**src/rtl/hex_keypad_scanner_pkg.sv**
```systemverilog
// Shared types for the hex keypad scanner: scan-result encoding,
// debounce FSM states and small bit-vector helpers.
package hex_keypad_scanner_pkg;

    typedef enum logic [1:0] {
        RES_NONE  = 2'd0,
        RES_KEY   = 2'd1,
        RES_MULTI = 2'd2
    } res_tag_e;

    typedef struct packed {
        res_tag_e   tag;
        logic [3:0] code;
    } scan_result_t;

    typedef enum logic {
        ST_IDLE    = 1'b0,
        ST_PRESSED = 1'b1
    } state_e;

    localparam logic [3:0] COL_RESET = 4'b1110;

    localparam scan_result_t RESULT_NONE = '{tag: RES_NONE, code: 4'h0};

    // Index of the lowest zero bit; 0 when the vector has no zero.
    function automatic logic [1:0] low_index(input logic [3:0] v);
        logic [1:0] idx;
        idx = 2'd0;
        for (int i = 3; i >= 0; i--) begin
            if (!v[i]) begin
                idx = 2'(i);
            end
        end
        return idx;
    endfunction

    function automatic logic [2:0] low_count(input logic [3:0] v);
        logic [2:0] n;
        n = 3'd0;
        for (int i = 0; i < 4; i++) begin
            n = n + {2'b00, ~v[i]};
        end
        return n;
    endfunction

endpackage

```
**src/rtl/hex_keypad_scanner_col_scanner.sv**
```systemverilog
// Column driver, row synchroniser and per-scan key accumulator.
// Emits one scan result per full rotation of the four columns.
module keypad_col_scanner
    import hex_keypad_scanner_pkg::*;
#(
    parameter int SCAN_DIV = 50000
) (
    input  logic         clk,
    input  logic         rst_n,
    input  logic [3:0]   row_in,
    output logic [3:0]   col_out,
    output logic         scan_done,
    output scan_result_t scan_result
);

    localparam int CW = (SCAN_DIV > 1) ? $clog2(SCAN_DIV) : 1;
    localparam logic [CW-1:0] DWELL_LAST = CW'(SCAN_DIV - 1);

    logic [3:0]    row_meta;
    logic [3:0]    row_sync;
    logic [CW-1:0] dwell;
    logic [1:0]    seen;
    logic [3:0]    first_code;

    logic          sample;
    logic          last_col;
    logic [2:0]    row_lows;
    logic [1:0]    row_idx;
    logic [1:0]    col_idx;
    logic [2:0]    total;
    logic [3:0]    merged_code;

    assign sample      = (dwell == DWELL_LAST);
    assign last_col    = (col_out == 4'b0111);
    assign row_lows    = low_count(row_sync);
    assign row_idx     = low_index(row_sync);
    assign col_idx     = low_index(col_out);
    assign total       = {1'b0, seen} + row_lows;
    assign merged_code = (seen == 2'd0) ? {row_idx, col_idx} : first_code;
    assign scan_done   = sample && last_col;

    // Result includes the column being sampled right now, so the
    // consumer can act on the same edge that closes the scan.
    always_comb begin
        scan_result = RESULT_NONE;
        if (total == 3'd1) begin
            scan_result.tag  = RES_KEY;
            scan_result.code = merged_code;
        end else if (total >= 3'd2) begin
            scan_result.tag  = RES_MULTI;
        end
    end

    always_ff @(posedge clk or negedge rst_n) begin
        if (!rst_n) begin
            row_meta   <= 4'hF;
            row_sync   <= 4'hF;
            dwell      <= '0;
            col_out    <= COL_RESET;
            seen       <= 2'd0;
            first_code <= 4'h0;
        end else begin
            row_meta <= row_in;
            row_sync <= row_meta;
            if (sample) begin
                dwell   <= '0;
                col_out <= {col_out[2:0], col_out[3]};
                if (last_col) begin
                    seen       <= 2'd0;
                    first_code <= 4'h0;
                end else begin
                    if (seen == 2'd0 && row_lows != 3'd0) begin
                        first_code <= merged_code;
                    end
                    seen <= (total >= 3'd2) ? 2'd2 : total[1:0];
                end
            end else begin
                dwell <= dwell + CW'(1);
            end
        end
    end

endmodule

```
**src/rtl/hex_keypad_scanner.sv**
```systemverilog
// 4x4 keypad front end: debounces full-scan results, emits one code
// per accepted press and shifts codes into a two-digit byte.
module hex_keypad_scanner
    import hex_keypad_scanner_pkg::*;
#(
    parameter int SCAN_DIV       = 50000,
    parameter int DEBOUNCE_SCANS = 4
) (
    input  logic       clk,
    input  logic       rst_n,
    input  logic [3:0] row_in,
    output logic [3:0] col_out,
    output logic [3:0] key_code,
    output logic       key_valid,
    output logic       key_held,
    input  logic       byte_clr,
    output logic [7:0] byte_out
);

    localparam logic [3:0] DB_MAX = 4'(DEBOUNCE_SCANS);

    scan_result_t scan_result;
    scan_result_t prev_result;
    logic         scan_done;
    logic [3:0]   stab_cnt;
    logic [3:0]   stab_next;
    logic         stable;
    state_e       state;

    keypad_col_scanner #(
        .SCAN_DIV(SCAN_DIV)
    ) u_scan (
        .clk        (clk),
        .rst_n      (rst_n),
        .row_in     (row_in),
        .col_out    (col_out),
        .scan_done  (scan_done),
        .scan_result(scan_result)
    );

    always_comb begin
        stab_next = 4'd1;
        if (scan_result == prev_result) begin
            stab_next = (stab_cnt >= DB_MAX) ? DB_MAX : stab_cnt + 4'd1;
        end
    end

    assign stable = (stab_next == DB_MAX);

    always_ff @(posedge clk or negedge rst_n) begin
        if (!rst_n) begin
            stab_cnt    <= 4'd0;
            prev_result <= RESULT_NONE;
        end else if (scan_done) begin
            stab_cnt    <= stab_next;
            prev_result <= scan_result;
        end
    end

    always_ff @(posedge clk or negedge rst_n) begin
        if (!rst_n) begin
            state     <= ST_IDLE;
            key_code  <= 4'h0;
            key_valid <= 1'b0;
            key_held  <= 1'b0;
        end else begin
            key_valid <= 1'b0;
            if (scan_done && stable) begin
                unique case (state)
                    ST_IDLE: begin
                        if (scan_result.tag == RES_KEY) begin
                            key_code  <= scan_result.code;
                            key_valid <= 1'b1;
                            key_held  <= 1'b1;
                            state     <= ST_PRESSED;
                        end
                    end
                    ST_PRESSED: begin
                        if (scan_result.tag == RES_NONE) begin
                            key_held <= 1'b0;
                            state    <= ST_IDLE;
                        end
                    end
                endcase
            end
        end
    end

    // A clear coinciding with a press keeps only the new digit.
    always_ff @(posedge clk or negedge rst_n) begin
        if (!rst_n) begin
            byte_out <= 8'h00;
        end else if (key_valid) begin
            byte_out <= byte_clr ? {4'h0, key_code}
                                 : {byte_out[3:0], key_code};
        end else if (byte_clr) begin
            byte_out <= 8'h00;
        end
    end

endmodule

```
**config.mk**
```make
export PLATFORM = sky130hd
export DESIGN_NAME = hex_keypad_scanner
export DESIGN_NICKNAME = d
export VERILOG_FILES = /design/src/rtl/hex_keypad_scanner_pkg.sv /design/src/rtl/hex_keypad_scanner_col_scanner.sv /design/src/rtl/hex_keypad_scanner.sv
export SDC_FILE = /design/constraint.sdc
export NUM_CORES = 1
export LEC_CHECK = 0
export CAP_MARGIN = 10
export CORE_MARGIN = 2
export CORE_UTILIZATION = 55
export DETAILED_ROUTE_END_ITERATION = 8
export PLACE_DENSITY = 0.87
export SLEW_MARGIN = 30
export SYNTH_ARGS = -nofsm -noshare
export SYNTH_HDL_FRONTEND = slang
export SYNTH_HIERARCHICAL = 1
export SYNTH_SLANG_ARGS = --single-unit
```
**constraint.sdc**
```tcl
create_clock -name clk -period 4.1 [get_ports clk]
set_input_delay 0.82 -clock clk [delete_from_list [all_inputs] [get_ports clk]]
set_output_delay 0.82 -clock clk [all_outputs]
set_load 0.05 [all_outputs]
```
Word level (Yosys, flattened, before mapping)
Index checks and enable logic that the tools add are counted.
W data, S select, Z words.
{ "op_classes": {"n_reduce_logical": 11, "n_mux": 30, "order_cmp": 2, "bitwise_logic": 5, "mul": 0, "eq_ne": 8, "shift": 0, "n_div": 0, "addsub": 6} }
{ "ops": {"columns": ["operator", "n"], "rows": [
  ["$mux W2", 12],
  ["$mux W4", 6],
  ["$mux W8", 3],
  ["$add A16 B1 Y16 const B", 1],
  ["$eq A16 B16 Y1 const B", 1],
  ["$mux W16", 1],
  ["$eq A4 B3 Y1 const B", 2],
  ["$add A3 B1 Y3", 2],
  ["$eq A6 B6 Y1", 1],
  ["$mux W1", 6],
  ["$reduce_and A3 Y1", 2],
  ["$not A1 Y1", 5],
  ["$add A4 B1 Y4 const B", 1],
  ["$ge A4 B3 Y1 const B", 1],
  ["$logic_not A2 Y1", 2],
  ["$pmux W1 S2", 2],
  ["$reduce_bool A2 Y1", 2],
  ["$add A2 B3 Y3", 1],
  ["$eq A3 B1 Y1 const B", 1],
  ["$ge A3 B2 Y1 const B", 1],
  ["$logic_and A1 B1 Y1", 3],
  ["$reduce_bool A3 Y1", 1],
  ["$add A1 B1 Y2", 1],
  ["$eq A2 B1 Y1 const B", 1],
  ["3 further kinds", 3]
]} }
{ "totals": {"ramBits": 0, "mem_bits_ro": 0, "latchBits": 0, "out_inout_bits": 18, "mem_count": 0, "reg_bits": 59, "input_bits": 7} }

Logic depth before layout (Yosys ltp)
Gate-level depths: netlist of the first run.
{ "logic_depth": {"word_depth": 13, "depth_mapped": 13, "depth_no_buf": 13} }

By module
The synthesis of the first run kept the hierarchy.
{ "by_module_without_submodules": {"columns": ["mod", "cells_per_inst", "seq_area_each_um2", "area_each_um2", "n_inst"], "rows": [
  ["keypad_col_scanner", 144, 864.6, 1649.1, 1],
  ["hex_keypad_scanner", 85, 625.6, 1098.6, 1]
]} }

Least setup slack after synthesis of the first run
Ideal clock, no wire load.
{ "synth_timing": {"path_kind": "reg2reg", "start": "register u_scan.row_sync[0]", "end": "register key_code[0]", "synth_period_minus_slack_ns": 3.649, "t_arrival_ns": 3.521, "setup_time_ns": 0.128, "n_path_buf": 0, "setup_slack_ns": 0.451, "path_stages_with_launch": 14, "cell_sequence": "dfstp_2 -> inv_1 -> fa_1 -> ha_1 -> ha_1 -> fa_1 -> xor2_1 -> nor2_1 -> nand2_1 -> nor2_1 -> xor2_1 -> nor4_4 -> nand4_4 -> mux2_1"} }
{ "synth_lines": {"columns": ["item", "line", "source"], "rows": [
  ["start: declaration", "hex_keypad_scanner_col_scanner.sv:20", "logic [3:0] row_sync;"],
  ["start signal: assignment", "hex_keypad_scanner_col_scanner.sv:64", "row_sync <= row_meta;"],
  ["end signal: assignment", "hex_keypad_scanner.sv:72", "key_code <= scan_result.code;"],
  ["end: declaration", "hex_keypad_scanner.sv:13", "output logic [3:0] key_code,"]
]} }

==> flow_summary.yaml, run 1 <==
logic_synthesis:
  postSynth.asyncResetShare: 1.000
  synth_cell_types: 49
  syn_nets: 243
  yosys_most_used_dff: "dfrtp_1"
  synthCells: 229
  seq_area_frac_synth: 0.5423
  synth_seq_cells: 59
  avgSynthCellArea_um2: 12.00
  syn_area_um2: 2748
  synth_warnings: 6
  synth-edff-count: 0
cts:
  clk_latency_ns: 0.33
  numCtsBuffers: 9
  cts_hold_buf: 0
  clock_sinks: 59
  cts_setup_buffers: 0
  clkTransAtPathRegs_ns: 0.06
  cts_buffer_depth: 2
  ctsRootBufferMaster: "clkbuf_8"
  cts_tree: "built"
  htreeDepth: 3
sta:
  worst_pin_slew_ns: 0.5922
  finalHoldViolCount: 0
  rsz0062_at_grt: "no"
  fin_ws_ns: 0.2394
  tns_ns: 0
  finalCriticalPeriod_ns: 3.861
  fin_crit_sh: 0.9416
  fmax_mhz: 259.0
  finalSetupViolations: 0
  finalClockSkew_ns: 0.009518
  maxSlewHeadroom: 0.6021
  finalMaxSlewViolations: 0
critical_path:
  crit_path_end_kind: "register"
  crit_start: "u_scan/row_sync[0]"
  startpoint_type: "register"
  reg2reg_from: "u_scan/row_sync[0]"
  cp_data_arrival_time_ns: 4.07
  path_class: "reg -> reg"
  endpoint: "key_code[1]"
  timing.rr.end: "key_code[1]"
  crit_fanout: 6
  reg2regPathDepth: 13
  required_ns: 4.31
  reg2reg_slack_ns: 0.24
routing:
  via_per_inst: 5.240
  route.vias.total: 1745
  wl_per_cell_um: 14.15
  ant_nets: 0
  first_iter_violations: 84
  dr.pass1.iters: 4
  drt_wl_total_um: 4711
  drcViolationCount: 0
min_path:
  hp-class: "reg -> reg"
job:
  maxCapViolCount: 0
pwr:
  p_leak_nw: 1.475
  power.switching_mw: 0.2620
  power_frac_comb: 0.063
  p_per_area_nw_per_um2: 352.6
  finalPower_mw: 1.143
  seqPwrFrac: 0.518
  power.share.switching: 0.2293
  p_int_mw: 0.8809
  p_clk_frac: 0.419
  peakVddDrop_uv: 246.5
final_layout:
  drive_gt1_frac: 0.2105
  area_growth_pct: 17.99
  stdcell_count: 333
  finalNetCount: 275
  layout_commonest_cell: "dfrtp_1"
  mostFrequentLayoutCells: "dfrtp_1, clkdlybuf4s50_1, nor2_1, nand2_1, xor2_1"
  antenna_cells: 0
placed_design:
  placed_cells: 317
  preCtsSetupSlack_ns: 0.1642
  dp_hpwl_um: 3448
  port_buffers: 24
  place.gp.congestion: 0.8037
grt:
  antenna_found_initial: 0
  grt_use_total: 0.2006
  grt_max_degree: 37
  grt_overflow: 0
  grt_pass1_wl_um: 8231
  grt_pass1_vias: 1796
floorplan:
  die_x_um: 74.68
  die_area_um2: 5577
  num_rows: 25
  die_h_um: 74.68
  coreArea_um2: 4786
  initial_core_util: 0.5741
  ios: 25
outcome:
  status: "finished, final reports clean"
[through the flow]
stage                     instance area [µm²]    util  hold WS [ns]
after global routing                     3242  0.6774        0.3621
after global placement                   3047  0.6366        0.3461
after detailed placement                 3047  0.6366        0.3494
final                                    3242  0.6774        0.3566
after CTS                                3229  0.6748        0.3586
after floorplan                          2748       -        0.3452
[kinds of logic after synthesis]
family          synth area share
fa+ha+maj                0.03734
xor+xnor                 0.06694
compound gates           0.07195
buf+inv                  0.02915
simple gates              0.1853
mux                      0.06694
flops                     0.5424
[power groups by stage]
stage / Sequential, mW / Clock (mW) / Combinational, mW
finish: 0.592 / 0.479 / 0.0723
global route: 0.592 / 0.512 / 0.0815
CTS: 0.592 / 0.491 / 0.0711
detailed placement: 0.602 / 0 / 0.0707
global placement: 0.601 / 0 / 0.0681
floorplan: 0.601 / 0 / 0.0429
[synth_stat cells, types with 2 or more instances]
library cell	n	area share
mux2_1	4	0.016
inv_1	10	0.014
nor2_1	25	0.034
ha_1	5	0.023
nand2_1	17	0.023
dfstp_2	11	0.11
a22o_1	3	0.0096
o21ai_0	5	0.0091
and2_2	2	0.0055
nand4_4	2	0.015
buf_6	2	0.0082
a21oi_1	2	0.0036
o31ai_1	2	0.0055
and4_1	2	0.0064
dfrtp_1	48	0.44
nor4_2	2	0.0091
a31oi_1	3	0.0068
nor2b_1	4	0.0091
clkbuf_1	2	0.0027
o2bb2ai_1	4	0.013
nor3_1	3	0.0055
mux2_2	7	0.029
mux2i_1	6	0.022
fa_1	2	0.015
xor2_1	14	0.045
nand3_1	7	0.013
nand2b_1	2	0.0046
and4bb_2	2	0.0091
nand4_1	5	0.011
xnor2_1	7	0.022
[timing repair]
item | 4_1_cts | 5_1_grt
setup endpoints to repair | 0 | 4
endpoints found under the hold margin | 0 | 0
resized for setup | 0 | 5
[worst max-delay path, stage by stage (launching register included)]
cell     delay (ns)
dfstp_2        0.53
inv_1          0.06
fa_1           0.47
ha_1           0.20
ha_1           0.31
fa_1           0.42
xor2_1         0.17
nor2_1         0.19
nand2_2        0.15
nor2_2         0.18
xor2_1         0.12
nor4_4         0.39
nand4_4        0.19
mux2_1         0.35
[how the worst min path moves through the flow]
| stage | slack, ns | cells after the start | from | end |
|---|---|---|---|---|
| 2_1_floorplan | 0.35 | 0 | u_scan/row_meta[0] | u_scan/row_sync[0] |
| 4_1_cts | 0.36 | 0 | u_scan/row_meta[1] | u_scan/row_sync[1] |
| 3_5_place_dp | 0.35 | 0 | u_scan/row_meta[1] | u_scan/row_sync[1] |
| 3_3_place_gp | 0.35 | 0 | u_scan/row_meta[2] | u_scan/row_sync[2] |
| 5_1_grt | 0.36 | 0 | u_scan/row_meta[2] | u_scan/row_sync[2] |
| 6_report | 0.36 | 0 | u_scan/row_meta[1] | u_scan/row_sync[1] |
[flip-flops by register name (all words and copies together), names as in the netlist, named ones only]
name and flops:
u_scan/dwell 16, byte_out 8, prev_result 6, key_code 4, stab_cnt 4, u_scan/col_out 4
u_scan/first_code 4, u_scan/row_meta 4, u_scan/row_sync 4, u_scan/seen 2, key_held 1, key_valid 1
[metal layers]
| metal | vias up | part of all wire | GRT usage |
|---|---|---|---|
| met5 | - | 0 | 0 |
| met4 | 0 | 0.026 | 0.1131 |
| met3 | 10 | 0.031 | 0.04418 |
| met2 | 37 | 0.47 | 0.3156 |
| met1 | 835 | 0.47 | 0.2592 |
| li1 | 863 | - | - |
[layout make-up]
type	count	area, µm²
inverters	10	37.54
flip-flops and latches	59	1490
clock inverters	2	10.01
multi-input cells	154	1190
fillers	353	1544
well taps	67	83.83
repair buffers	27	257.7
clock buffers	14	172.7
Note: power is estimated with default switching activity, not from simulation.
==> run 2: changes to the inputs <==
--- a/config.mk
+++ b/config.mk
@@ -7,9 +7,9 @@
 export LEC_CHECK = 0
 export CAP_MARGIN = 10
 export CORE_MARGIN = 2
-export CORE_UTILIZATION = 55
+export CORE_UTILIZATION = 51
 export DETAILED_ROUTE_END_ITERATION = 8
-export PLACE_DENSITY = 0.87
+export PLACE_DENSITY = 0.85
 export SLEW_MARGIN = 30
 export SYNTH_ARGS = -nofsm -noshare
 export SYNTH_HDL_FRONTEND = slang
==> constraint.sdc (replaced) <==
create_clock -name clk -period 3.5 [get_ports clk]
set_input_delay 0.7 -clock clk [delete_from_list [all_inputs] [get_ports clk]]
set_output_delay 0.7 -clock clk [all_outputs]
set_load 0.05 [all_outputs]
==> run 2 against run 1 <==
Effect of this change:
- the flow now finishes with violations (negative setup slack)
- clock skew shrank 0.0024 ns
- wire length grew 15%
- hold slack is essentially flat
- flip-flop and latch count is the same
- first-iteration DRC count grew 44%
- register-to-register slack lost 0.41 ns
- die area grew 7.4%
- sequential power grew 17%
- via count grew 9.3%
- final cell count grew 4.8%
- critical endpoint unchanged
- largest power group unchanged
==> flow_summary.yaml, run 2 (synthesis gave the netlist of run 1 again) <==
outcome:
  status: "finished with violations"
  violations: "negative setup slack"
cts:
  clkTransAtPathRegs_ns: 0.06
  clock_sinks: 59
  cts_tree: "built"
  cts_buffer_depth: 2
  clk_latency_ns: 0.32
  ctsRootBufferMaster: "clkbuf_8"
  htreeDepth: 3
  numCtsBuffers: 9
critical_path:
  path_buf_inv: 2
  cp_data_arrival_time_ns: 3.88
  startpoint_type: "register"
  cp_cell_sequence: "inv_2 > fa_1 > ha_4 > ha_4 > fa_2 > xor2_1 > nor2_1 > nand2_2 > buf_6 > nor2_4 > xor2_2 > nor4_4 > nand4_4 > mux2_4"
  slowest_stage: "fa_1"
  required_ns: 3.70
  crit_top_cell: "ha_4"
  critical_path.max_stage_delay_ns: 0.58
  critical_path.top_delay_family: "adder cells"
  crit_path_end_kind: "register"
  path_class: "reg -> reg"
  crit_fanout: 6
placed_design:
  place.gp.congestion: 0.7891
  dp_hpwl_um: 3695
  port_buffers: 24
sta:
  finalCriticalPeriod_ns: 3.674
  finalSetupViolations: 8
  maxSlewHeadroom: 0.4845
  fin_ws_ns: -0.1737
  finalClockSkew_ns: 0.007107
  finalHoldViolCount: 0
  worst_pin_slew_ns: 0.7732
  fin_crit_sh: 1.050
  finalMaxSlewViolations: 0
  tns_ns: -1.080
  rsz0062_at_grt: "yes"
  timing.hold.ws_ns: 0.3568
  fmax_mhz: 272.2
floorplan:
  coreArea_um2: 5140
  die_area_um2: 5991
  num_rows: 26
  die_h_um: 77.40
  initial_core_util: 0.5346
  ios: 25
  die_x_um: 77.40
grt:
  grt_overflow: 0
  grt_pass1_vias: 2005
  grt_max_degree: 35
  antenna_found_initial: 0
  grt_use_total: 0.2039
  grt_pass1_wl_um: 9404
routing:
  route.vias.total: 1908
  wl_per_cell_um: 15.55
  dr.pass1.iters: 4
  first_iter_violations: 121
  drcViolationCount: 0
  drt_wl_total_um: 5427
  ant_nets: 0
  via_per_inst: 5.467
final_layout:
  area_growth_pct: 25.87
  utilization: 0.6728
  top_regs: "u_scan/dwell x16, byte_out x8, prev_result x6"
  largest_reg_flops: 16
  drive_gt1_frac: 0.2939
  top_register: "u_scan/dwell"
  finalNetCount: 288
  n_fill_cell: 415
  antenna_cells: 0
  layout_commonest_cell: "dfrtp_1"
  mostFrequentLayoutCells: "dfrtp_1, clkdlybuf4s50_1, nor2_1, nand2_1, buf_4"
min_path:
  hp-class: "reg -> reg"
job:
  maxCapViolCount: 0
pwr:
  peakVddDrop_uv: 257.9
  p_per_area_nw_per_um2: 426.3
  p_leak_nw: 1.563
-- run 2: cell types whose count changed in the layout (fill, tap and decap cells not counted), sizes merged --
cell and change:
clkbuf -4, clkinv +2, bufinv +2, buf +13
-- run 2: worst paths after layout --
check | start | to | slack, ns | cells past startpoint
max | u_scan/row_sync[3] | key_code[1] | -0.17 | 14
min | u_scan/row_meta[3] | u_scan/row_sync[3] | 0.36 | 0
max reg2reg | u_scan/row_sync[3] | key_code[1] | -0.17 | 14
min reg2reg | u_scan/row_meta[3] | u_scan/row_sync[3] | 0.36 | 0
max in group asynchronous | rst_n | u_scan/col_out[3] | 2.29 | 2
min in group asynchronous | rst_n | u_scan/dwell[5] | 0.45 | 1
-- run 2: where the power goes --
group | internal (mW) | total (mW) | switching [mW]
combinational | 0.0592 | 0.133 | 0.0737
sequential | 0.691 | 0.693 | 0.00200
clock | 0.396 | 0.649 | 0.253
-- run 2: per-layer routing --
metal,vias to the layer above,track usage,share of wire
met5,-,0,0
met4,0,0.1036,0.013
met3,6,0.05233,0.027
met2,42,0.3504,0.54
met1,971,0.2358,0.42
li1,889,-,-
-- run 2: what timing repair did --
item | 4_1_cts | 5_1_grt
hold endpoints to repair | 0 | 0
gates resized for setup | 6 | 1
pin swaps | 12 | 1
buffers inserted | 3 | 1
setup endpoints to repair | 8 | 10
hold buffers | 0 | 0
-- run 2: metrics by stage --
step                std cells  power [mW]  cell area, µm²  setup slack, ns
finish                    349       1.474            3458          -0.1737
detailed placement        329      0.8124            3183          -0.1550
global placement          329      0.8074            3183         -0.03278
CTS                       348       1.483            3447          -0.1675
floorplan                 229      0.7640            2813         -0.02187
global route              349       1.536            3458          -0.2903
-- run 2: worst register-to-register path, stage by stage (launching register included) --
cell and delay, ns:
dfstp_2 0.54, inv_2 0.04, fa_1 0.58, ha_4 0.23, ha_4 0.16, fa_2 0.37
xor2_1 0.16, nor2_1 0.15, nand2_2 0.16, buf_6 0.16, nor2_4 0.13, xor2_2 0.10
nor4_4 0.24, nand4_4 0.20, mux2_4 0.34
-- run 2: layout make-up --
| cell class | instances | area (µm²) | area share |
|---|---|---|---|
| clock inverters | 6 | 80.08 | 0.02315 |
| well taps | 70 | 87.58 | 0.02533 |
| flip-flops and latches | 59 | 1490 | 0.4309 |
| repair buffers | 40 | 359.1 | 0.1038 |
| clock buffers | 10 | 127.6 | 0.03690 |
| inverters | 10 | 37.54 | 0.01085 |
| multi-input cells | 154 | 1276 | 0.3690 |
==> run 3: changes to the inputs <==
--- a/config.mk
+++ b/config.mk
@@ -6,6 +6,7 @@
 export NUM_CORES = 1
 export LEC_CHECK = 0
 export CAP_MARGIN = 10
+export CORE_ASPECT_RATIO = 0.9
 export CORE_MARGIN = 2
 export CORE_UTILIZATION = 51
 export DETAILED_ROUTE_END_ITERATION = 8
==> constraint.sdc (replaced) <==
create_clock -name clk -period 3.28 [get_ports clk]
set_input_delay 0.656 -clock clk [delete_from_list [all_inputs] [get_ports clk]]
set_output_delay 0.656 -clock clk [all_outputs]
set_load 0.05 [all_outputs]
==> run 3 against run 2 <==
Effect of this change:
- the run still ends with negative setup slack left
- count of clock-buffer cells in the layout did not move
- core utilization rose by 1.1 points
- worst setup slack got worse by 0.16 ns
- maximum frequency rose by 1.7%
- register-to-register slack got worse by 0.16 ns
- via count fell by 1.2%
- hold slack got worse by 0.012 ns
- power rose by 16%
- flip-flop and latch count did not move
==> flow_summary.yaml, run 3 (synthesis gave the netlist of run 1 again) <==
cts:
  cts_buffer_depth: 2
  clk_latency_ns: 0.34
  numCtsBuffers: 9
  clock_sinks: 59
  clkTransAtPathRegs_ns: 0.07
  htreeDepth: 3
  cts_hold_buf: 0
  ctsRootBufferMaster: "clkbuf_8"
  cts_tree: "built"
grt:
  grt_overflow: 0
  grt_pass1_vias: 1877
  grt_pass1_wl_um: 8832
  antenna_found_initial: 0
  grt_max_degree: 35
  grt_use_total: 0.2012
final_layout:
  finalInstanceArea_um2: 3572
  finalNetCount: 294
  top_regs: "u_scan/dwell x16, byte_out x8, prev_result x6"
  largest_reg_flops: 16
  mostFrequentLayoutCells: "dfrtp_1, clkdlybuf4s50_1, nor2_1, buf_4, nand2_1"
  n_fill_cell: 388
  drive_gt1_frac: 0.3263
  antenna_cells: 0
  top_register: "u_scan/dwell"
  layout_commonest_cell: "dfrtp_1"
  area_growth_pct: 30.01
job:
  maxCapViolCount: 0
sta:
  finalMaxSlewViolations: 0
  fin_crit_sh: 1.101
  worst_pin_slew_ns: 0.7403
  finalCriticalPeriod_ns: 3.611
  fmax_mhz: 276.9
  tns_ns: -2.942
  timing.hold.ws_ns: 0.3447
  finalHoldViolCount: 0
  finalClockSkew_ns: 0.009695
  fin_ws_ns: -0.3312
  rsz0062_at_grt: "yes"
  finalSetupViolations: 10
  maxSlewHeadroom: 0.5065
critical_path:
  crit_top_cell: "ha_4"
  crit_path_end_kind: "register"
  cp_data_arrival_time_ns: 3.84
  reg2reg_from: "u_scan/row_sync[0]"
  cp_cell_sequence: "inv_2 > fa_1 > ha_4 > ha_4 > fa_2 > xor2_1 > nor2_1 > nand2_2 > nor2_4 > xor2_2 > nor4_4 > buf_4 > nand3_2 > mux2_2"
  reg2reg_slack_ns: -0.33
  reg2regPathDepth: 14
  startpoint_type: "register"
  required_ns: 3.50
  slowest_stage: "fa_1"
  crit_fanout: 6
  critical_path.max_stage_delay_ns: 0.57
  path_class: "reg -> reg"
floorplan:
  die_area_um2: 5992
  ios: 25
  coreArea_um2: 5224
  initial_core_util: 0.5260
  die_h_um: 73.64
  die_x_um: 81.37
  num_rows: 25
routing:
  ant_nets: 0
  drcViolationCount: 0
  drt_wl_total_um: 5112
  dr.pass1.iters: 4
  route.vias.total: 1885
  wl_per_cell_um: 14.52
  via_per_inst: 5.355
  first_iter_violations: 35
min_path:
  hp-class: "reg -> reg"
  hold_path_end: "u_scan/row_sync[3]"
  holdPathStages: 0
  min-delay-start: "u_scan/row_meta[3]"
pwr:
  peakVddDrop_uv: 434.7
  finalPower_mw: 1.705
  p_per_area_nw_per_um2: 477.3
  p_leak_nw: 1.599
outcome:
  violations: "negative setup slack"
  status: "finished with violations"
placed_design:
  port_buffers: 24
  preCtsSetupSlack_ns: -0.3548
  dp_hpwl_um: 3595
  place.gp.congestion: 0.8390
  place_area_um2: 3209
## run 3: report_power, final
part / internal (mW) / switching (mW)
Sequential: 0.737 / 0.00186
Combinational: 0.0702 / 0.0805
Clock: 0.525 / 0.291
Total: 1.33 / 0.374
## run 3: how the worst max path moves through the flow
stage | from | to | slack [ns]
2_1_floorplan | u_scan/row_sync[0] | key_code[0] | -0.24
3_3_place_gp | u_scan/row_sync[0] | key_code[2] | -0.23
3_5_place_dp | u_scan/row_sync[0] | key_code[1] | -0.35
4_1_cts | u_scan/row_sync[0] | key_code[1] | -0.33
5_1_grt | u_scan/row_sync[0] | register | -0.47
6_report | u_scan/row_sync[0] | register | -0.33
## run 3: layout make-up
cell class	count	area (µm²)	share of cell area
timing repair buffer	46	404.1	0.1131
clock inverter	6	112.6	0.03152
multi-input combinational	154	1306	0.3657
sequential	59	1490	0.4172
clock buffer	10	137.6	0.03853
inverter	10	37.54	0.01051
tap	67	83.83	0.02347
## run 3: repair_timing
action | 4_1_cts | 5_1_grt
gates resized for setup | 10 | 3
endpoints found under the setup margin | 10 | 10
buffers inserted | 5 | 2
pin swaps | 8 | 2
## run 3: stage by stage
stage                     std cells  utilization
after floorplan                 229            -
after global placement          330       0.6144
after detailed placement        330       0.6144
after CTS                       350       0.6781
after global routing            352       0.6838
final                           352       0.6838
## run 3: per-layer routing
layer,vias to the layer above,global-route usage,part of all wire
li1,902,-,-
met5,-,0,0
met1,938,0.2500,0.46
met4,0,0.07345,0.017
met3,8,0.07862,0.041
met2,37,0.3197,0.49
## run 3: critical path, delay by kind of cell (launching register included)
kind          cells  cell delay, ns
xor+xnor          2            0.26
fa+ha+maj         4            1.27
buf+inv           2            0.22
flops             1            0.53
mux               1            0.28
simple gates      5            0.92
